<file path="config.mk">
export PLATFORM = sky130hd
export DESIGN_NAME = dco_tune_ramp
export DESIGN_NICKNAME = d
export VERILOG_FILES = /design/src/rtl/dco_ctrl_pkg.sv /design/src/rtl/dco_step_calc.sv /design/src/rtl/dco_tune_ramp.sv
export SDC_FILE = /design/constraint.sdc
export NUM_CORES = 1
export LEC_CHECK = 0
export BUFFER_PORTS_ARGS = -buffer_cell sky130_fd_sc_hd__buf_2
export CORE_UTILIZATION = 40
export DETAILED_ROUTE_END_ITERATION = 7
export GPL_TIMING_DRIVEN = 0
export HOLD_SLACK_MARGIN = 0.1
export MAX_ROUTING_LAYER = met4
export PLACE_DENSITY = 0.6
export SYNTH_ARGS = -nofsm -noshare
export SYNTH_HDL_FRONTEND = slang
export SYNTH_SLANG_ARGS = --single-unit
</file>
<file path="constraint.sdc">
create_clock -name clk -period 5.3 [get_ports clk]
set_input_delay 0.53 -clock clk [delete_from_list [all_inputs] [get_ports clk]]
set_output_delay 0.53 -clock clk [all_outputs]
set_load 0.01 [all_outputs]
</file>
<file path="src/rtl/dco_ctrl_pkg.sv">
// Shared definitions for the DCO capacitor-bank tuning controller:
// coder geometry, default ramp timing, and the ramp FSM state type.
package dco_ctrl_pkg;

  // Coder geometry: tuning word width and the row-select field inside it.
  localparam int CODER_WORD_W = 8;
  localparam int CODER_ROW_W  = 4;

  // Default ramp settings. 128 = 8 rows on, row 8 selected, column 0,
  // which matches the coder's own reset state.
  localparam int DEF_RESET_WORD = 128;
  localparam int DEF_SETTLE_CYC = 4;

  typedef enum logic [1:0] {
    ST_IDLE   = 2'd0,
    ST_STEP   = 2'd1,
    ST_SETTLE = 2'd2,
    ST_DONE   = 2'd3
  } ramp_state_t;

endpackage

</file>
<file path="src/rtl/dco_step_calc.sv">
// Combinational step generator: moves word_out toward target by at most
// max(step_max,1). The last step is trimmed, so the word never overshoots
// and never wraps.
module dco_step_calc
  import dco_ctrl_pkg::*;
#(
  parameter int WORD_W = CODER_WORD_W,
  parameter int STEP_W = 4
) (
  input  logic [WORD_W-1:0] target,
  input  logic [WORD_W-1:0] word_out,
  input  logic [STEP_W-1:0] step_max,
  output logic [WORD_W-1:0] next_word,
  output logic              at_target
);

  logic signed [WORD_W:0] diff;
  logic [WORD_W-1:0]      mag;
  logic [WORD_W-1:0]      step_eff;
  logic [WORD_W-1:0]      step;

  // Signed distance to the target, limited step size, and the next word.
  always_comb begin
    diff      = $signed({1'b0, target}) - $signed({1'b0, word_out});
    mag       = diff[WORD_W] ? WORD_W'(-diff) : WORD_W'(diff);
    step_eff  = (step_max == '0) ? WORD_W'(1) : WORD_W'(step_max);
    step      = (mag < step_eff) ? mag : step_eff;
    next_word = diff[WORD_W] ? (word_out - step) : (word_out + step);
    at_target = (diff == '0);
  end

endmodule

</file>
<file path="src/rtl/dco_tune_ramp.sv">
// Slew-limited sequencer for the DCO capacitor-bank tuning word.
// A target word is accepted over valid/ready. The live word then walks toward
// it in bounded steps, with one coder enable pulse per step and a settle wait
// after each step.
// Optional target clamping is enabled by defining DCO_RAMP_CLAMP_EN.
module dco_tune_ramp
  import dco_ctrl_pkg::*;
#(
  parameter int WORD_W     = CODER_WORD_W,
  parameter int STEP_W     = 4,
  parameter int SETTLE_CYC = DEF_SETTLE_CYC,
  parameter int SETTLE_W   = 3,
  parameter int RESET_WORD = DEF_RESET_WORD,
  parameter int WORD_MIN   = 0,
  parameter int WORD_MAX   = 255
) (
  input  logic              clk,
  input  logic              rst,
  input  logic [WORD_W-1:0] tgt_word,
  input  logic              tgt_valid,
  output logic              tgt_ready,
  input  logic [STEP_W-1:0] step_max,
  input  logic              abort,
  output logic [WORD_W-1:0] word_out,
  output logic              cod_en,
  output logic              busy,
  output logic              done,
  output logic              clamp_hit
);

  ramp_state_t         state, state_nx;
  logic [WORD_W-1:0]   target;
  logic [WORD_W-1:0]   acc_word;
  logic [WORD_W-1:0]   next_word;
  logic                at_target;
  logic [SETTLE_W-1:0] settle_cnt;
  logic                fresh;       // first STEP cycle after accept: compare only
  logic                do_accept;
  logic                do_step;

  assign tgt_ready = (state == ST_IDLE) & ~abort;

  dco_step_calc #(
    .WORD_W (WORD_W),
    .STEP_W (STEP_W)
  ) u_step_calc (
    .target    (target),
    .word_out  (word_out),
    .step_max  (step_max),
    .next_word (next_word),
    .at_target (at_target)
  );

`ifdef DCO_RAMP_CLAMP_EN
  logic acc_clamped;

  // Limit the requested word to the allowed tuning range.
  always_comb begin
    acc_word    = tgt_word;
    acc_clamped = 1'b0;
    if (tgt_word < WORD_W'(WORD_MIN)) begin
      acc_word    = WORD_W'(WORD_MIN);
      acc_clamped = 1'b1;
    end else if (tgt_word > WORD_W'(WORD_MAX)) begin
      acc_word    = WORD_W'(WORD_MAX);
      acc_clamped = 1'b1;
    end
  end

  // Remember whether the most recently accepted target was clamped.
  always_ff @(posedge clk or posedge rst) begin
    if (rst)            clamp_hit <= 1'b0;
    else if (do_accept) clamp_hit <= acc_clamped;
  end
`else
  logic clamp_unused;
  assign clamp_unused = (WORD_MIN > WORD_MAX);
  assign acc_word     = tgt_word;
  assign clamp_hit    = 1'b0;
`endif

  // State register.
  always_ff @(posedge clk or posedge rst) begin
    // NOTE: sequential state uses non-blocking assignments so every flop
    // samples pre-edge values regardless of block ordering.
    if (rst) state <= ST_IDLE;
    else     state <= state_nx;
  end

  // Next-state decode and per-cycle action strobes; abort overrides all.
  always_comb begin
    // NOTE: every variable gets a default first so no path infers a latch.
    state_nx  = state;
    do_accept = 1'b0;
    do_step   = 1'b0;
    if (abort) begin
      state_nx = ST_IDLE;
    end else begin
      unique case (state)
        ST_IDLE: begin
          if (tgt_valid) begin
            do_accept = 1'b1;
            state_nx  = ST_STEP;
          end
        end
        ST_STEP: begin
          if (fresh) begin
            state_nx = at_target ? ST_DONE : ST_STEP;
          end else begin
            do_step  = 1'b1;
            state_nx = ST_SETTLE;
          end
        end
        ST_SETTLE: begin
          if (settle_cnt == '0) state_nx = at_target ? ST_DONE : ST_STEP;
        end
        ST_DONE: state_nx = ST_IDLE;
        default: state_nx = ST_IDLE;
      endcase
    end
  end

  // Datapath and registered outputs.
  always_ff @(posedge clk or posedge rst) begin
    if (rst) begin
      target     <= WORD_W'(RESET_WORD);
      word_out   <= WORD_W'(RESET_WORD);
      settle_cnt <= '0;
      fresh      <= 1'b0;
      cod_en     <= 1'b0;
      done       <= 1'b0;
      busy       <= 1'b0;
    end else begin
      fresh  <= do_accept;
      cod_en <= do_step;
      done   <= (state == ST_DONE) & ~abort;
      busy   <= (state_nx != ST_IDLE);
      if (do_accept) target <= acc_word;
      if (do_step) begin
        word_out   <= next_word;
        settle_cnt <= SETTLE_W'(SETTLE_CYC - 1);
      end else if (state == ST_SETTLE && settle_cnt != '0) begin
        settle_cnt <= settle_cnt - SETTLE_W'(1);
      end
    end
  end

endmodule
</file>
# After elaboration in Yosys (flattened, before gate mapping)
# Index checks and enable logic that the tools add are counted.
[classes]
n_bitwise = 3
addsub = 5
n_eq_ne = 3
n_reduce_logical = 8
n_lt_le_gt_ge = 1
muxes = 18
[op_table]
columns = ["operator", "n"]
rows = [
  ["2-to-1 mux 8 bit", 3],
  ["2-to-1 mux 2 bit", 5],
  ["logical NOT 9 bit", 1],
  ["subtractor 8 x 8 -> 9 bit", 1],
  ["adder 8 bit", 1],
  ["< comparator 8 bit", 1],
  ["negator 8 bit", 1],
  ["case mux 2 bit (4 select lines)", 1],
  ["subtractor 8 bit", 1],
  ["2-to-1 mux 1 bit", 6],
  ["2-to-1 mux 3 bit", 2],
  ["equality test 2 bit (second input constant)", 2],
  ["logical NOT 4 bit", 1],
  ["2-to-1 mux 4 bit", 1],
  ["nonzero test 2 bit", 2],
  ["logical NOT 3 bit", 1],
  ["nonzero test 3 bit", 1],
  ["subtractor 3 x 1 -> 3 bit (second input constant)", 1],
  ["AND 1 bit", 2],
  ["equality test 2 x 1 -> 1 bit (second input constant)", 1],
  ["logical NOT 2 bit", 1],
  ["logical AND 1 bit", 1],
  ["inverter 1 bit", 1],
]
[word_totals]
out_inout_bits = 13
elab_cells = 46
inputBits = 16
reg_bits = 25

# Longest topological paths before layout
# Gate-level depths: netlist (run 1).
[logic_depth]
ltp_word = 7
depth_mapped = 28
depth_no_buf = 27

# By module
# From an unflattened synthesis (run 1), not the netlist that was laid out.
[hier_totals]
hier_cells = 221
hier_area_um2 = 2200.9
[by_module_without_submodules]
columns = ["mod", "seq_area_each_um2", "area_each_um2", "cells_each", "n_inst"]
rows = [
  ["dco_step_calc", 0.0, 1157.4, 146, 1],
  ["dco_tune_ramp", 628.1, 1043.5, 75, 1],
]

# Worst setup path before layout (run 1)
# No wires, ideal clock.
[synth_path]
path_type = "flip-flop to flip-flop"
startpoint = "register word_out[0]"
endpoint = "register word_out[7]"
synth_period_minus_slack_ns = 5.338
required_time_ns = 5.209
stages_incl_launch_ff = 28
arrival_time_ns = 5.247
setup_ns = 0.091
n_path_buf = 1
slack_ns = -0.038
path_cell_list = "dfrtp_1 ha_1 fa_1 and2b_1 o2111ai_2 a21oi_2 or2_1 buf_6 nor2_1 a21oi_1 ha_1 a21oi_1 o21ai_0 a211o_4 a21oi_4 nor3_1 a21o_1 ha_1 mux2i_1 ha_1 nor2b_1 o21ai_0 a21boi_0 o21ai_0 a21oi_1 o211a_1 a221oi_1 nand4b_1"
[synth_between]
elab_chain_len = 7
word_cells_on_any_way = 8
cone_classes = "add/sub (4); order compare (1); mux (3)"
[synth_lines]
columns = ["item", "line_no", "rtl"]
rows = [
  ["start, declared", "dco_tune_ramp.sv:24", "output logic [WORD_W-1:0] word_out,"],
  ["start signal, assigned", "dco_tune_ramp.sv:127", "word_out <= WORD_W'(RESET_WORD);"],
  ["start signal, assigned", "dco_tune_ramp.sv:140", "word_out <= next_word;"],
  ["subtractor 8 x 8 -> 9 bit", "dco_step_calc.sv:24", "diff = $signed({1'b0, target}) - $signed({1'b0, word_out});"],
  ["negator 8 bit", "dco_step_calc.sv:25", "mag = diff[WORD_W] ? WORD_W'(-diff) : WORD_W'(diff);"],
  ["2-to-1 mux 8 bit", "dco_step_calc.sv:25", ""],
  ["< comparator 8 bit", "dco_step_calc.sv:27", "step = (mag < step_eff) ? mag : step_eff;"],
  ["2-to-1 mux 8 bit", "dco_step_calc.sv:27", ""],
  ["adder 8 bit / subtractor 8 bit (equally long branches)", "dco_step_calc.sv:28", "next_word = diff[WORD_W] ? (word_out - step) : (word_out + step);"],
  ["2-to-1 mux 8 bit *", "dco_step_calc.sv:28", ""],
]
# Every way passes the cells marked *; elsewhere a longest branch is shown, timed or not.
# A chain may end at the register's enable or synchronous reset.

# Final worst setup path (run 1)
[layout_path]
startpoint = "register target[0]"
endpoint = "register word_out[7]"
[layout_between]
elab_chain_len = 7
word_cells_on_any_way = 8
cone_classes = "add/sub (4); order compare (1); mux (3)"
[layout_lines]
columns = ["item", "line_no", "rtl"]
rows = [
  ["start, declared", "dco_tune_ramp.sv:32", "logic [WORD_W-1:0] target;"],
  ["start signal, assigned", "dco_tune_ramp.sv:126", "target <= WORD_W'(RESET_WORD);"],
  ["start signal, assigned", "dco_tune_ramp.sv:138", "if (do_accept) target <= acc_word;"],
  ["subtractor 8 x 8 -> 9 bit *", "dco_step_calc.sv:24", ""],
  ["negator 8 bit", "dco_step_calc.sv:25", ""],
  ["2-to-1 mux 8 bit", "dco_step_calc.sv:25", ""],
  ["< comparator 8 bit", "dco_step_calc.sv:27", ""],
  ["2-to-1 mux 8 bit", "dco_step_calc.sv:27", ""],
  ["adder 8 bit / subtractor 8 bit (equally long branches)", "dco_step_calc.sv:28", ""],
  ["2-to-1 mux 8 bit *", "dco_step_calc.sv:28", ""],
]
# Marked as above.

==> Flow_metrics.wiki, run 1 <==
{| class="wikitable"
! Metric !! Value
|-
| Clock Sink Count || 25
|-
| Total setup violations reported at the end of the flow || 0
|-
| Bufs on Longest Clock Path || 2
|-
| # fillers || 497
|-
| Portion of the post-synthesis area used by sequential elements || 0.2773
|-
| Async SR Flop Fraction || 1.000
|-
| Number of antenna violations at the first check in global routing || 0
|-
| Crit Path Max Fanout || 5
|-
| Utilization after layout || 0.5391
|-
| Global-route usage over all layers || 0.1905
|-
| CTS buffer count || 3
|-
| Run status || finished clean
|-
| Clock tree from TritonCTS || done
|-
| CTS H-tree depth || 1
|-
| Number of I/O pins || 29
|-
| Mapped Avg Cell Area || 8.951 sq um
|-
| CORE AREA || ~5500 sq um
|-
| Primary FF master, synth || sky130_fd_sc_hd__dfrtp_1
|-
| Number of violations reported at the end of detailed-routing iteration 0 || 92
|-
| Post-CTS Hold Fix Bufs || 0
|-
| Combined buffer and inverter count along the critical path || 3
|-
| Iteration count of the initial detailed-routing pass || 4
|-
| Critical setup path kind || reg2reg
|-
| Via count || roughly 2,000
|-
| EDFF count, synth || 0
|-
| Root Buffer || sky130_fd_sc_hd__clkbuf_8
|-
| Total number of yosys warnings || 0
|-
| Vias per cell || 5.224
|-
| Required time reported for the critical path endpoint || 5490 ps
|-
| Slowest stage cell on the critical path || sky130_fd_sc_hd__a2111oi_0
|-
| Launching element type of the critical path || register
|-
| Maximum number of pins on one net before global-route repair || 26
|-
| Cell family contributing the most delay on the critical path || compound AO/OA/AOI/OAI gates
|-
| Area added between synthesis and finish || 30.28%
|-
| Starting density of the core || 0.4138
|-
| Horizontal die dimension || 77.25 um
|-
| Transition at the pin with the smallest max-transition slack || 952.6 ps
|-
| Routability cong. || 0.7939
|-
| Post-synthesis instance area || 2265 sq um
|-
| Via count of the first global-routing pass || 1,848
|-
| Wire length of the first global-routing pass || approximately 8.9 mm
|-
| Headroom to the max-slew limit || 0.3642
|-
| Final period util || 0.9900
|-
| Synthesized netlist net count || 293
|-
| Class of the tightest hold or removal check || in2async
|-
| Remaining global-route overflow || 0
|-
| Fraction of layout cells with a size suffix above 1 || 0.3766
|-
| Combined area of the multi-input logic cells || around 1700 sq um
|-
| Antenna-violating nets left || 0
|-
| Instance count of the mapped netlist || 253
|-
| Delay of the slowest critical-path stage || 630 ps
|-
| #FFs+latches synth || 25
|-
| Max Cap Viol || 0
|-
| Highest Clock Rate || 0.1906 GHz
|-
| Total wire length after detailed routing || 5.435 mm
|-
| Clock transition time at the flip-flop clock pins of the worst setup and hold paths || approximately 90 ps
|-
| Clock latency on the worst-skew pair || 270 ps
|-
| Port bufs || 27
|-
| Number of placement rows || 27
|-
| Final number of max-transition violations || 0
|-
| Die ar. || 5967 sq um
|-
| Hold violation total from the final report || 0
|-
| Setup repair after global routing missed its margin || yes
|-
| DRC viols || 0
|-
| List of cells traversed by the critical path || inv_2, ha_4, fa_2, and2b_2, o2111ai_4, a21oi_2, buf_4, or4_4, nand2_4, ha_4, nand2_2, o21ai_2, a211o_4, buf_4, a2111oi_0, a311oi_1, o21ai_1, ha_1, a21boi_2, o21ai_2, a21oi_4, o211a_1, a221oi_2, nand4b_1
|-
| Critical Path AT || ~5400 ps
|-
| Wirelength per Cell || 14.30 um
|-
| Register area || 628.1 sq um
|-
| Post-synth cell types || 61
|-
| Fin Clk Skew || 0.9905 ps
|-
| CP endpoint kind || register
|-
| Final period demand of the worst path || ~5200 ps
|-
| Number of nets at the end of the flow || roughly 350
|-
| Count of antenna diodes in the layout || 0
|-
| HPWL after DPL || about 4.0 mm
|-
| Die height || slightly below 80 um
|}
[timing repair]
action | 4_1_cts | 5_1_grt
resized for setup | 20 | 31
setup endpoints to repair | 3 | 4
pin swaps | 12 | 26
buffers inserted | 21 | 5
[flip-flops by register name, indices dropped and copies added, names as in the netlist]
name	flops
settle_cnt	3
target	8
cod_en	1
fresh	1
word_out	8
busy	1
state	2
done	1
[cells by family (layout without fill, tap and decap cells)]
| kind of cell | count (synthesis) | after routing | synth area share |
|---|---|---|---|
| AO/OA/AOI/OAI | 62 | 62 | 0.2055 |
| XOR/XNOR | 13 | 13 | 0.05359 |
| adder cells (fa/ha/maj) | 24 | 24 | 0.1392 |
| buffers and inverters | 29 | 84 | 0.05359 |
| flip-flops | 25 | 25 | 0.2773 |
| multiplexers | 11 | 11 | 0.05304 |
| other | 1 | 1 | 0.001656 |
| AND/OR/NAND/NOR | 88 | 88 | 0.2160 |
[cell usage in the layout, fill, tap and decap left out, types with 3 or more instances in the layout]
| cell | n |
|---|---|
| sky130_fd_sc_hd__buf_2 | 28 |
| sky130_fd_sc_hd__buf_4 | 24 |
| sky130_fd_sc_hd__nand2_1 | 23 |
| sky130_fd_sc_hd__dfrtp_1 | 23 |
| sky130_fd_sc_hd__inv_1 | 22 |
| sky130_fd_sc_hd__ha_1 | 16 |
| sky130_fd_sc_hd__o21ai_0 | 13 |
| sky130_fd_sc_hd__nor2_1 | 12 |
| sky130_fd_sc_hd__nor3_1 | 9 |
| sky130_fd_sc_hd__a21oi_2 | 7 |
| sky130_fd_sc_hd__a21o_1 | 7 |
| sky130_fd_sc_hd__xnor2_1 | 6 |
| sky130_fd_sc_hd__mux2_2 | 6 |
| sky130_fd_sc_hd__xor2_1 | 5 |
| sky130_fd_sc_hd__a21oi_1 | 4 |
| sky130_fd_sc_hd__nand3_1 | 4 |
| sky130_fd_sc_hd__ha_4 | 4 |
| sky130_fd_sc_hd__nand2b_1 | 3 |
| sky130_fd_sc_hd__clkbuf_1 | 3 |
| sky130_fd_sc_hd__o21ai_2 | 3 |
| sky130_fd_sc_hd__nand2_2 | 3 |
| sky130_fd_sc_hd__or2_1 | 3 |
| sky130_fd_sc_hd__nand4_1 | 3 |
| sky130_fd_sc_hd__clkbuf_8 | 3 |
[cell usage after synthesis (3+ instances only)]
master,instances,area share
sky130_fd_sc_hd__xor2_1,5,0.019
sky130_fd_sc_hd__ha_1,22,0.12
sky130_fd_sc_hd__o21ai_0,17,0.038
sky130_fd_sc_hd__inv_1,23,0.038
sky130_fd_sc_hd__xnor2_1,7,0.027
sky130_fd_sc_hd__nand4_1,3,0.0083
sky130_fd_sc_hd__nor4_1,3,0.0083
sky130_fd_sc_hd__nand2_1,27,0.045
sky130_fd_sc_hd__a21oi_1,10,0.022
sky130_fd_sc_hd__nor2b_1,3,0.0083
sky130_fd_sc_hd__clkbuf_1,3,0.0050
sky130_fd_sc_hd__a21o_1,7,0.023
sky130_fd_sc_hd__nand2b_1,3,0.0083
sky130_fd_sc_hd__nor2_1,14,0.023
sky130_fd_sc_hd__or2_1,3,0.0083
sky130_fd_sc_hd__nand3_1,5,0.011
sky130_fd_sc_hd__mux2_2,6,0.030
sky130_fd_sc_hd__dfrtp_1,23,0.25
sky130_fd_sc_hd__mux2i_1,3,0.013
sky130_fd_sc_hd__o31ai_1,3,0.0099
sky130_fd_sc_hd__nor3_1,10,0.022
[metal layers]
layer / GRT usage / part of all wire / vias to the layer above
li1: - / - / 1015
met1: 0.2666 / 0.50 / 947
met2: 0.2956 / 0.47 / 19
met3: 0.02619 / 0.019 / 4
met4: 0.03208 / 0.0075 / 0
met5: - / 0 / -
[metrics by stage]
step                hold WS (ps)  instances  worst slack (ps)  instance area (sq um)  TNS (ps)
floorplan                  483.3        253             28.23                   2265         0
global placement           496.2        352            -598.8                   2490    -971.0
detailed placement         505.4        352            -614.5                   2490     -1056
CTS                        462.6        377             21.60                   2769         0
global route               468.3        380            -152.2                   2950    -180.5
finish                     461.3        380             52.78                   2950         0
[cell type report]
type	instances	area share
buffer	6	0.01187
clock buffer	3	0.01399
clock inverter	1	0.002545
inverter	23	0.02926
multi-input combinational	199	0.5908
sequential	25	0.2129
tap	72	0.03053
timing repair buffer	51	0.1081
[path summary, 6_finish.rpt]
check | cells past startpoint | slack (ps) | to | startpoint
setup / recovery | 24 | 50 | word_out[7] | target[0]
hold / removal | 2 | 460 | cod_en | rst
max in group asynchronous | 2 | 4260 | done | rst
min in group clk | 2 | 470 | done | abort
hold reg to reg | 2 | 530 | settle_cnt[1] | settle_cnt[1]
setup reg to reg | 24 | 50 | word_out[7] | target[0]
Power of run 1 is not shown: default switching activity piles up to over one toggle a cycle in this logic, so the estimate is an artifact.
==> inputs of run 2 (changes only) <==
SYNTH_HIERARCHICAL = 1   (was default)
==> Flow_metrics.wiki, run 2 <==
{| class="wikitable"
! Metric !! Value
|-
| Fin Clk Skew || 6.033 ps
|-
| Number of I/O pins || 29
|-
| Most used cell along the critical path || sky130_fd_sc_hd__buf_4
|-
| Number of nets at the end of the flow || 312
|-
| Iteration count of the initial detailed-routing pass || 4
|-
| Clock transition time at the flip-flop clock pins of the worst setup and hold paths || 90 ps
|-
| Wirelength per Cell || about 14 um
|-
| CTS buffer count || 3
|-
| Class of the tightest hold or removal check || in2async
|-
| Clock latency on the worst-skew pair || 270 ps
|-
| Die height || around 76 um
|-
| Async SR Flop Fraction || 1.000
|-
| CORE AREA || ~5200 sq um
|-
| Headroom to the max-slew limit || 0.3622
|-
| Metal2 WL || 2.272 mm
|-
| Top post-synthesis cells by area || sky130_fd_sc_hd__dfrtp_1 26%, sky130_fd_sc_hd__ha_1 13%, sky130_fd_sc_hd__mux2_2 8.7%
|-
| Instance count on the critical path || 30
|-
| Transition at the pin with the smallest max-transition slack || 955.7 ps
|-
| Final number of max-transition violations || 0
|-
| Vias per cell || ~5.2
|-
| Register area || 628.1 sq um
|-
| Total number of yosys warnings || 6
|-
| CTS H-tree depth || 1
|-
| HPWL after DPL || around 3.4 mm
|-
| Reg-to-reg setup timing slack || 70 ps
|-
| Worst r2r src || word_out[0]
|-
| Crit Path Max Fanout || 5
|-
| Combined buffer and inverter count along the critical path || 7
|-
| Delay of the slowest critical-path stage || 430 ps
|-
| Final design area excluding fillers || 2720 sq um
|-
| Routability cong. || 0.7648
|-
| Starting density of the core || 0.4228
|-
| Clock tree from TritonCTS || done
|-
| Sum of met3 wire segment lengths after detailed routing || 144 um
|-
| Clock Sink Count || 25
|-
| Most frequent cell after synthesis || sky130_fd_sc_hd__inv_1
|-
| Mapped Avg Cell Area || around 10 sq um
|-
| Post-synth cell types || 53
|-
| Run status || finished clean
|-
| Slowest stage cell on the critical path || sky130_fd_sc_hd__dfrtp_1
|-
| Bufs on Longest Clock Path || 2
|-
| Ranking of synthesized cells by instance count || 25 x sky130_fd_sc_hd__inv_1, 23 x sky130_fd_sc_hd__dfrtp_1, 22 x sky130_fd_sc_hd__ha_1, 17 x sky130_fd_sc_hd__mux2_2, 12 x sky130_fd_sc_hd__xnor2_1
|-
| Synthesized netlist net count || 261
|-
| Number of violations reported at the end of detailed-routing iteration 0 || 54
|-
| Instance count of the mapped netlist || 221
|-
| Highest Clock Rate || 0.1914 GHz
|-
| Root Buffer || sky130_fd_sc_hd__clkbuf_8
|-
| Via count of the first global-routing pass || about 1,700
|-
| Number of antenna violations at the first check in global routing || 0
|-
| Total wire length after detailed routing || 4.714 mm
|-
| Portion of the post-synthesis area used by sequential elements || 0.2854
|-
| Via count || 1,769
|-
| Routed metal-1 wire length || 2.265 mm
|-
| Final period util || 0.9859
|-
| Horizontal die dimension || 76.18 um
|-
| Most frequent standard cell in the layout excluding fill and tap cells || sky130_fd_sc_hd__buf_2
|-
| Maximum number of pins on one net before global-route repair || 26
|-
| Launching element type of the critical path || register
|-
| CP endpoint kind || register
|-
| Fraction of layout cells with a size suffix above 1 || 0.4170
|-
| Count of antenna diodes in the layout || 0
|-
| Hold violation total from the final report || 0
|-
| DRC viols || 0
|-
| Library cell occupying the most area in the post-synthesis netlist || sky130_fd_sc_hd__dfrtp_1
|-
| Number of placement rows || 26
|-
| Setup repair after global routing missed its margin || yes
|-
| Final period demand of the worst path || 5225 ps
|-
| Required time reported for the critical path endpoint || 5510 ps
|-
| Uppermost layer routed || met4
|-
| #FFs+latches synth || 25
|-
| Primary FF master, synth || sky130_fd_sc_hd__dfrtp_1
|-
| Largest registers || target x8, word_out x8, settle_cnt x3
|-
| Critical Path AT || 5440 ps
|-
| Combined area of the multi-input logic cells || roughly 1500 sq um
|-
| Port bufs || 27
|-
| Remaining global-route overflow || 0
|-
| Area added between synthesis and finish || 23.59%
|-
| Total setup violations reported at the end of the flow || 0
|-
| Capturing point of the worst reg2reg path || word_out[7]
|-
| Most frequent cells in the layout || 28 x sky130_fd_sc_hd__buf_2, 23 x sky130_fd_sc_hd__dfrtp_1, 22 x sky130_fd_sc_hd__buf_4, 22 x sky130_fd_sc_hd__inv_1, 18 x sky130_fd_sc_hd__ha_1
|-
| Cell family contributing the most delay on the critical path || compound AO/OA/AOI/OAI gates
|-
| Instance area at placement || 2426 sq um
|-
| Critical setup path kind || reg2reg
|-
| Max Cap Viol || 0
|-
| Antenna-violating nets left || 0
|-
| Post-synthesis instance area || 2201 sq um
|-
| Wire length of the first global-routing pass || 7.838 mm
|-
| Synth top area share || 0.2615
|-
| Global-route usage over all layers || 0.1725
|-
| EDFF count, synth || 0
|-
| Die ar. || slightly below 6000 sq um
|-
| # fillers || 503
|-
| Worst-case reg-to-reg path depth || 30
|}
run 2: cell families after synthesis:
logic type | Yosys count | share of synthesized area
and+or+nand+nor | 56 | 0.1598
AOI/OAI and AO/OA | 43 | 0.1575
buffers and inverters | 31 | 0.06537
muxes | 25 | 0.1234
DFF | 25 | 0.2854
adders and majority gates | 24 | 0.1433
xor gates and xnor gates | 16 | 0.06367
other | 1 | 0.001704
run 2: worst max-delay path by stage:
stage	startpoint	to	slack (ps)
finish	word_out[0]	word_out[7]	70
global route	word_out[0]	word_out[7]	-110
floorplan	word_out[0]	word_out[7]	5
global placement	word_out[0]	word_out[7]	-520
detailed placement	word_out[0]	word_out[7]	-550
CTS	target[0]	word_out[7]	30
run 2: final cells by class:
type	count	area share
Multi-Input combinational cell	165	0.5639
Sequential cell	25	0.2309
Timing Repair Buffer	46	0.1021
Inverter	25	0.03450
Tap cell	70	0.03220
Buffer	6	0.01840
Clock buffer	3	0.01518
Clock inverter	1	0.002760
run 2: per-layer routing:
layer,vias up,global-route usage
met4,0,0.02308
met1,852,0.2198
met3,4,0.02994
li1,881,-
met5,-,-
met2,32,0.2945
run 2: what timing repair did:
action                     in CTS  in global routing
hold endpoints to repair        0                  0
pin swaps                       2                 10
hold buffers                    0                  0
buffers inserted               12                  7
setup endpoints to repair       4                  3
resized for setup              12                 13
run 2: through the flow:
stage	util	setup WS (ps)	TNS (ps)	hold slack, ps	instances
2_1_floorplan	-	4.561	0	458.8	221
3_3_place_gp	0.4661	-524.5	-1181	470.8	318
3_5_place_dp	0.4661	-551.1	-1237	477.9	318
4_1_cts	0.5041	31.05	0	473.5	334
5_1_grt	0.5226	-105.2	-157.8	479.5	341
6_report	0.5226	74.60	0	454.9	341
Power of run 2 is left out for the same reason.
